$ cat config.mk
export PLATFORM = sky130hd
export DESIGN_NAME = wb_arbiter
export DESIGN_NICKNAME = d
export VERILOG_FILES = /design/src/rtl/wb_arbiter.sv
export SDC_FILE = /design/constraint.sdc
export NUM_CORES = 1
export LEC_CHECK = 0
export ABC_AREA = 1
export BUFFER_PORTS_ARGS = -buffer_cell sky130_fd_sc_hd__buf_2
export CAP_MARGIN = 5
export CORE_AREA = 5 5 121 123
export CTS_CLUSTER_SIZE = 10
export DETAILED_ROUTE_END_ITERATION = 7
export DIE_AREA = 0 0 126 128
export PLACE_DENSITY = 0.55
export SYNTH_ARGS = -nofsm -noshare
export SYNTH_HDL_FRONTEND = slang
export SYNTH_SLANG_ARGS = --single-unit
$ cat constraint.sdc
create_clock -name clk_i -period 2.57 [get_ports clk_i]
set_input_delay 0.3855 -clock clk_i [delete_from_list [all_inputs] [get_ports clk_i]]
set_output_delay 0.3855 -clock clk_i [all_outputs]
set_load 0.03 [all_outputs]
$ cat src/rtl/wb_arbiter.sv
// Two-master Wishbone arbiter with round-robin grant on contention and a
// per-grant acknowledge watchdog that faults a master whose slave goes silent.
module wb_arbiter #(
    parameter int unsigned TIMEOUT = 255
) (
    input  logic        clk_i,
    input  logic        rst_i,
    input  logic        m0_cyc_i,
    input  logic        m0_stb_i,
    input  logic        m0_we_i,
    input  logic [3:0]  m0_sel_i,
    input  logic [31:0] m0_adr_i,
    input  logic [31:0] m0_dat_i,
    output logic        m0_stall_o,
    output logic        m0_ack_o,
    output logic        m0_err_o,
    output logic [31:0] m0_dat_o,
    input  logic        m1_cyc_i,
    input  logic        m1_stb_i,
    input  logic        m1_we_i,
    input  logic [3:0]  m1_sel_i,
    input  logic [31:0] m1_adr_i,
    input  logic [31:0] m1_dat_i,
    output logic        m1_stall_o,
    output logic        m1_ack_o,
    output logic        m1_err_o,
    output logic [31:0] m1_dat_o,
    output logic        s_cyc_o,
    output logic        s_stb_o,
    output logic        s_we_o,
    output logic [3:0]  s_sel_o,
    output logic [31:0] s_adr_o,
    output logic [31:0] s_dat_o,
    input  logic        s_stall_i,
    input  logic        s_ack_i,
    input  logic [31:0] s_dat_i
);

    localparam int unsigned    CW     = $clog2(TIMEOUT + 1);
    localparam logic [CW-1:0]  TO_MAX = CW'(TIMEOUT);

    typedef enum logic [1:0] {IDLE, OWN, FAULT} state_t;

    state_t        state, state_nxt;
    logic          owner, owner_nxt;
    logic          last_owner, last_owner_nxt;
    logic [CW-1:0] cnt, cnt_nxt;

    // Owner-selected request signals
    logic        o_cyc, o_stb, o_we;
    logic [3:0]  o_sel;
    logic [31:0] o_adr, o_dat;
    logic        g_stall, g_ack, g_err;

    assign o_cyc = owner ? m1_cyc_i : m0_cyc_i;
    assign o_stb = owner ? m1_stb_i : m0_stb_i;
    assign o_we  = owner ? m1_we_i  : m0_we_i;
    assign o_sel = owner ? m1_sel_i : m0_sel_i;
    assign o_adr = owner ? m1_adr_i : m0_adr_i;
    assign o_dat = owner ? m1_dat_i : m0_dat_i;

    assign m0_dat_o = s_dat_i;
    assign m1_dat_o = s_dat_i;

    // State, grant and watchdog registers
    always_ff @(posedge clk_i or posedge rst_i) begin
        if (rst_i) begin
            state      <= IDLE;
            owner      <= 1'b0;
            last_owner <= 1'b1;
            cnt        <= '0;
        end else begin
            state      <= state_nxt;
            owner      <= owner_nxt;
            last_owner <= last_owner_nxt;
            cnt        <= cnt_nxt;
        end
    end

    // Arbitration, watchdog and shared-bus muxing
    always_comb begin
        state_nxt      = state;
        owner_nxt      = owner;
        last_owner_nxt = last_owner;
        cnt_nxt        = cnt;
        s_cyc_o        = 1'b0;
        s_stb_o        = 1'b0;
        s_we_o         = 1'b0;
        s_sel_o        = '0;
        s_adr_o        = '0;
        s_dat_o        = '0;
        g_stall        = 1'b1;
        g_ack          = 1'b0;
        g_err          = 1'b0;
        case (state)
            IDLE: begin
                if (m0_cyc_i || m1_cyc_i) begin
                    state_nxt = OWN;
                    cnt_nxt   = '0;
                    if (m0_cyc_i && m1_cyc_i) owner_nxt = ~last_owner;
                    else                      owner_nxt = m1_cyc_i;
                end
            end
            OWN: begin
                s_cyc_o = o_cyc;
                s_stb_o = o_stb;
                s_we_o  = o_we;
                s_sel_o = o_sel;
                s_adr_o = o_adr;
                s_dat_o = o_dat;
                g_stall = s_stall_i;
                // Release beats ack; ack beats the watchdog expiring
                if (!o_cyc) begin
                    last_owner_nxt = owner;
                    state_nxt      = IDLE;
                end else if (s_ack_i) begin
                    g_ack   = 1'b1;
                    cnt_nxt = '0;
                end else if (cnt == TO_MAX) begin
                    s_cyc_o        = 1'b0;
                    s_stb_o        = 1'b0;
                    g_err          = 1'b1;
                    last_owner_nxt = owner;
                    state_nxt      = FAULT;
                end else begin
                    cnt_nxt = cnt + 1'b1;
                end
            end
            FAULT: begin
                if (!o_cyc) state_nxt = IDLE;
            end
            default: state_nxt = IDLE;
        endcase
    end

    // Route grant responses to the owning master only
    always_comb begin
        m0_stall_o = 1'b1;
        m1_stall_o = 1'b1;
        m0_ack_o   = 1'b0;
        m1_ack_o   = 1'b0;
        m0_err_o   = 1'b0;
        m1_err_o   = 1'b0;
        if (state == OWN) begin
            if (owner) begin
                m1_stall_o = g_stall;
                m1_ack_o   = g_ack;
                m1_err_o   = g_err;
            end else begin
                m0_stall_o = g_stall;
                m0_ack_o   = g_ack;
                m0_err_o   = g_err;
            end
        end
    end

endmodule
== Word-level counts from Yosys, hierarchy flattened ==
Cells that the tools add are included.

* Add/sub/neg operators: 1
* $mul: 0
* Div/mod/pow operators: 0
* Order comparisons: 0
* Equality and inequality tests: 11
* Shift operators: 0
* Mux-type cells: 50
* Bitwise gates (word level): 1
* Reductions and logical operators: 8

{| class="wikitable"
|+ Operator list
! cell !! count
|-
| 2-to-1 mux 32 bit || 4
|-
| 2-to-1 mux 1 bit || 33
|-
| 2-to-1 mux 8 bit || 4
|-
| case mux 8 bit (2 select lines) || 1
|-
| 2-to-1 mux 2 bit || 5
|-
| != test 3 bit (second input constant) || 3
|-
| adder 8 x 1 -> 8 bit (second input constant) || 1
|-
| equality test 8 bit (second input constant) || 1
|-
| 2-to-1 mux 4 bit || 2
|-
| != test 2 bit (second input constant) || 4
|-
| AND reduction 4 bit || 2
|-
| case mux 2 bit (3 select lines) || 1
|-
| AND reduction 3 bit || 1
|-
| equality test 2 x 1 -> 1 bit (second input constant) || 1
|-
| equality test 2 bit (second input constant) || 1
|-
| zero test 2 bit || 1
|-
| != test 2 x 1 -> 1 bit (second input constant) || 1
|-
| AND reduction 2 bit || 1
|-
| nonzero test 2 bit || 1
|-
| logical AND 1 bit || 1
|-
| logical OR 1 bit || 1
|-
| NOT 1 bit || 1
|}

* Bits in registers: 12
* Latch bits: 0
* Bits in writable memories: 0
* ROM bits: 0
* Input bits: 178
* Output and inout bits: 141
* Logic and storage cells: 75
* Memories: 0

== Logic depth before layout (Yosys ltp) ==
* Depth after elaboration: 6
* Depth in mapped cells: 9
* Mapped depth without buffers: 9

== Worst setup path after synthesis ==
No wires, ideal clock.

* Kind: flip-flop to output port
* Start: register cnt[0]
* End: output m0_err_o
* Arrival: 1.386 ns
* Data required time: 2.184 ns
* Slack: 0.799 ns
* Stages on the path, launching flop included: 6
* Path buffers: 0
* Cell sequence: dfrtp_1 ha_1 nand3_1 nor2_2 nand3_1 nor2_1

* Longest elaborated chain between the ends: 6

{| class="wikitable"
|+ Ends and longest elaborated chain
! element !! line !! source
|-
| start: declaration || 47 || <nowiki>logic [CW-1:0] cnt, cnt_nxt;</nowiki>
|-
| start signal: assignment || 76 || <nowiki>cnt <= cnt_nxt;</nowiki>
|-
| equality test 8 bit || 119 || <nowiki>end else if (cnt == TO_MAX) begin</nowiki>
|-
| 2-to-1 mux 1 bit || 119 ||
|-
| 2-to-1 mux 1 bit || 116 || <nowiki>end else if (s_ack_i) begin</nowiki>
|-
| 2-to-1 mux 1 bit || 113 || <nowiki>if (!o_cyc) begin</nowiki>
|-
| 2-to-1 mux 1 bit || 145 || <nowiki>if (owner) begin</nowiki>
|-
| 2-to-1 mux 1 bit || 144 || <nowiki>if (state == OWN) begin</nowiki>
|-
| end: declaration || 16 || <nowiki>output logic m0_err_o,</nowiki>
|}

Every way passes these cells.

== Worst setup path in the final report ==
* Start: register state[1]
* End: output s_dat_o[10]

* Longest elaborated chain between the ends: 2

{| class="wikitable"
|+ Ends and longest elaborated chain
! element !! line !! source
|-
| start: declaration || 44 || <nowiki>state_t state, state_nxt;</nowiki>
|-
| start signal: assignment || 73 || <nowiki>state <= state_nxt;</nowiki>
|-
| equality test 2 x 1 -> 1 bit || 95 || <nowiki>case (state)</nowiki>
|-
| 2-to-1 mux 32 bit || 95 ||
|-
| end: declaration || 33 || <nowiki>output logic [31:0] s_dat_o,</nowiki>
|}

Every way passes these cells.

==> flow_summary.ini <==
[clocking]
clockRootBuffer = clkbuf_16
htree_levels = 1
clk-insertion-delay-late_ps = 250
cts_buffer_depth = 2
cts_setup_buffers = 0
cts_resized = 0
path_clk_slew_ps = 50
cts_tree = built
cts_made_buffers = 3
clkSinkCount = 12
ctsHoldBuffers = 0

[timing]
finalCritPeriodShare_pct = 86.2
setup_tns_ps = 0
hold_viol = 0
fin_crit_ps = 2210
max_slew.worst_pin.slew_ps = 479
setup_violations = 0
max_freq_mhz = 452
slew_violations = 0
skew_ps = 10.4
slew_headroom_pct = 68.1
finalWorstSetupSlack_ps = 356
rsz0062_at_grt = false

[placed_design]
portBuffers = 222
place_ws_ps = 631
hpwl_um = 8940
place_congestion = 0.852

[power_and_ir_drop]
p_seq_share_pct = 7.2
p_comb_share_pct = 85.2
power_frac_clock_pct = 7.6
p_sw_mw = 2.41
p_per_area_nw_per_um2 = 1340
leakagePower_nw = 1.69
peakVddDrop_mv = 0.499
switching_share_pct = 62.2
internal_power_mw = 1.47

[worst_setup_path]
required_ps = 2180
r2r-start = cnt[0]
cp_max_fo = 71
path_class = register to primary output
start_kind = register
crit_arrival_ps = 1830
cp-startpoint = state[1]
worst_setup_path_end_kind = primary output

[yosys]
synth_area_leaders = a22o_1 30%, buf_4 24%, dfrtp_1 14%
synthesis.area_um2 = 1990
netlist_instances = 273
ys_ff_latch = 12
syn-num-nets = 452
synth.top_cell.area_share_pct = 30.4
yosysUniqueCellTypes = 24
synth_area_per_cell_um2 = 7.29
yosysSeqAreaShare_pct = 15.1
synth-edff-count = 0
ys.warnings.count = 0
synthFlopType = dfrtp_1
async_reset_ff_share_pct = 100
synth_area_leader_cell = a22o_1

[die]
dieHeight_um = 128
rows = 43
pin_count = 319
dieArea_um2 = 16100
start_util_pct = 14.7
die_x_um = 126
core-area_um2 = 13600

[run_status]
status = finished clean

[run]
drv_cap = 0

[detailed_routing]
wirelength_um = 10700
vias_per_cell = 4.20
wl_per_cell_um = 17.7
drt_iter0_markers = 135
antenna_left = 0
drc = 0
first_pass_iters = 4
vias = 2530

[global_routing]
grt-ovfl-total = 0
grt_usage_pct = 12.0
grt_pass1_vias = 2470
antenna_found_initial = 0
grt_pass1_wl_um = 15100
grt_max_degree = 72

[cells_and_area]
drive_above_1_share_pct = 57.7
antenna_cells = 0
nNetsFinal = 603
syn_to_final_growth_pct = 45.2

[worst_hold_path]
hold_class = input port to async pin
-- final timing paths --
kind                                to  depth (start not counted)  slack [ps]
setup / recovery           s_dat_o[10]                          8         360
hold / removal                  cnt[3]                          2         150
setup reg to reg                cnt[7]                          8         940
hold reg to reg             last_owner                          2         490
max in group asynchronous   last_owner                          2        2070
min in group clk_i               owner                          2         470
-- metrics by stage --
stage / total power [mW] / util [%] / instance area (um2) / cells / hold slack (ps)
floorplan: 2.77 / - / 1990 / 273 / 249
CTS: 3.91 / 21.3 / 2890 / 603 / 158
global placement: 3.61 / 20.7 / 2810 / 599 / 426
finish: 3.88 / 21.3 / 2890 / 603 / 146
detailed placement: 3.59 / 20.7 / 2810 / 599 / 417
global route: 4.10 / 21.3 / 2890 / 603 / 182
-- cells in the final DEF, fill, tap and decap left out, drive strengths merged --
| cell type | n |
|---|---|
| nor3 | 2 |
| clkbuf | 4 |
| xnor2 | 1 |
| inv | 16 |
| buf | 226 |
| nand3 | 14 |
| o21ai | 3 |
| dfrtp | 11 |
| a22o | 69 |
| nand2 | 52 |
| ha | 1 |
| or2 | 1 |
| a32o | 1 |
| xor2 | 1 |
| dfstp | 1 |
| nor2 | 20 |
-- final cells by class --
class | instances | area (um2)
Sequential cell | 12 | 302
Inverter | 16 | 60.1
Timing Repair Buffer | 226 | 1170
Fill cell | 1529 | 10700
Clock buffer | 4 | 78.8
Multi-Input combinational cell | 165 | 1060
Tap cell | 180 | 225
-- power groups by stage --
stage / logic [mW] / clock network (mW) / registers [mW]
after global placement: 3.33 / 0 / 0.281
after floorplan: 2.50 / 0 / 0.272
final: 3.31 / 0.294 / 0.280
after CTS: 3.33 / 0.296 / 0.279
after global routing: 3.50 / 0.309 / 0.289
after detailed placement: 3.31 / 0 / 0.282
-- state kept, by name (all words and copies together) (netlist names) --
register	flops
state	2
cnt	8
last_owner	1
owner	1
-- cell usage after synthesis, types with 2 or more instances --
library cell,n
o21ai_0,2
inv_2,5
buf_2,15
nand2_2,4
dfrtp_1,11
nor2_1,18
nand2_1,47
nand3_1,14
buf_4,64
a22o_1,69
inv_1,11
-- kinds of logic (layout without fill, tap and decap cells) --
family / Yosys count / in the layout / synth area share, %
simple gates: 89 / 89 / 19.9
compound gates: 73 / 73 / 31.8
fa+ha+maj: 1 / 1 / 0.628
buf+inv: 96 / 246 / 31.7
xor+xnor: 2 / 2 / 0.880
flops: 12 / 12 / 15.1
-- per-layer routing --
| layer | global-route usage [%] | vias to the layer above | wire length [um] | part of all wire (%) |
|---|---|---|---|---|
| li1 | - | 1183 | - | - |
| met1 | 14.6 | 1141 | 4090 | 38 |
| met2 | 18.9 | 191 | 4970 | 47 |
| met3 | 4.83 | 15 | 1250 | 12 |
| met4 | 4.92 | 0 | 344 | 3.2 |
| met5 | 0 | - | 0 | 0 |
-- critical path, cell delays in order, from the launching register on --
cell     delay (ps)
dfrtp_1         370
inv_1            80
nand2_2          80
inv_2            90
nand2_1          80
inv_2            70
buf_12          250
a22o_1          280
buf_2           230
(Power assumes the default switching activity.)
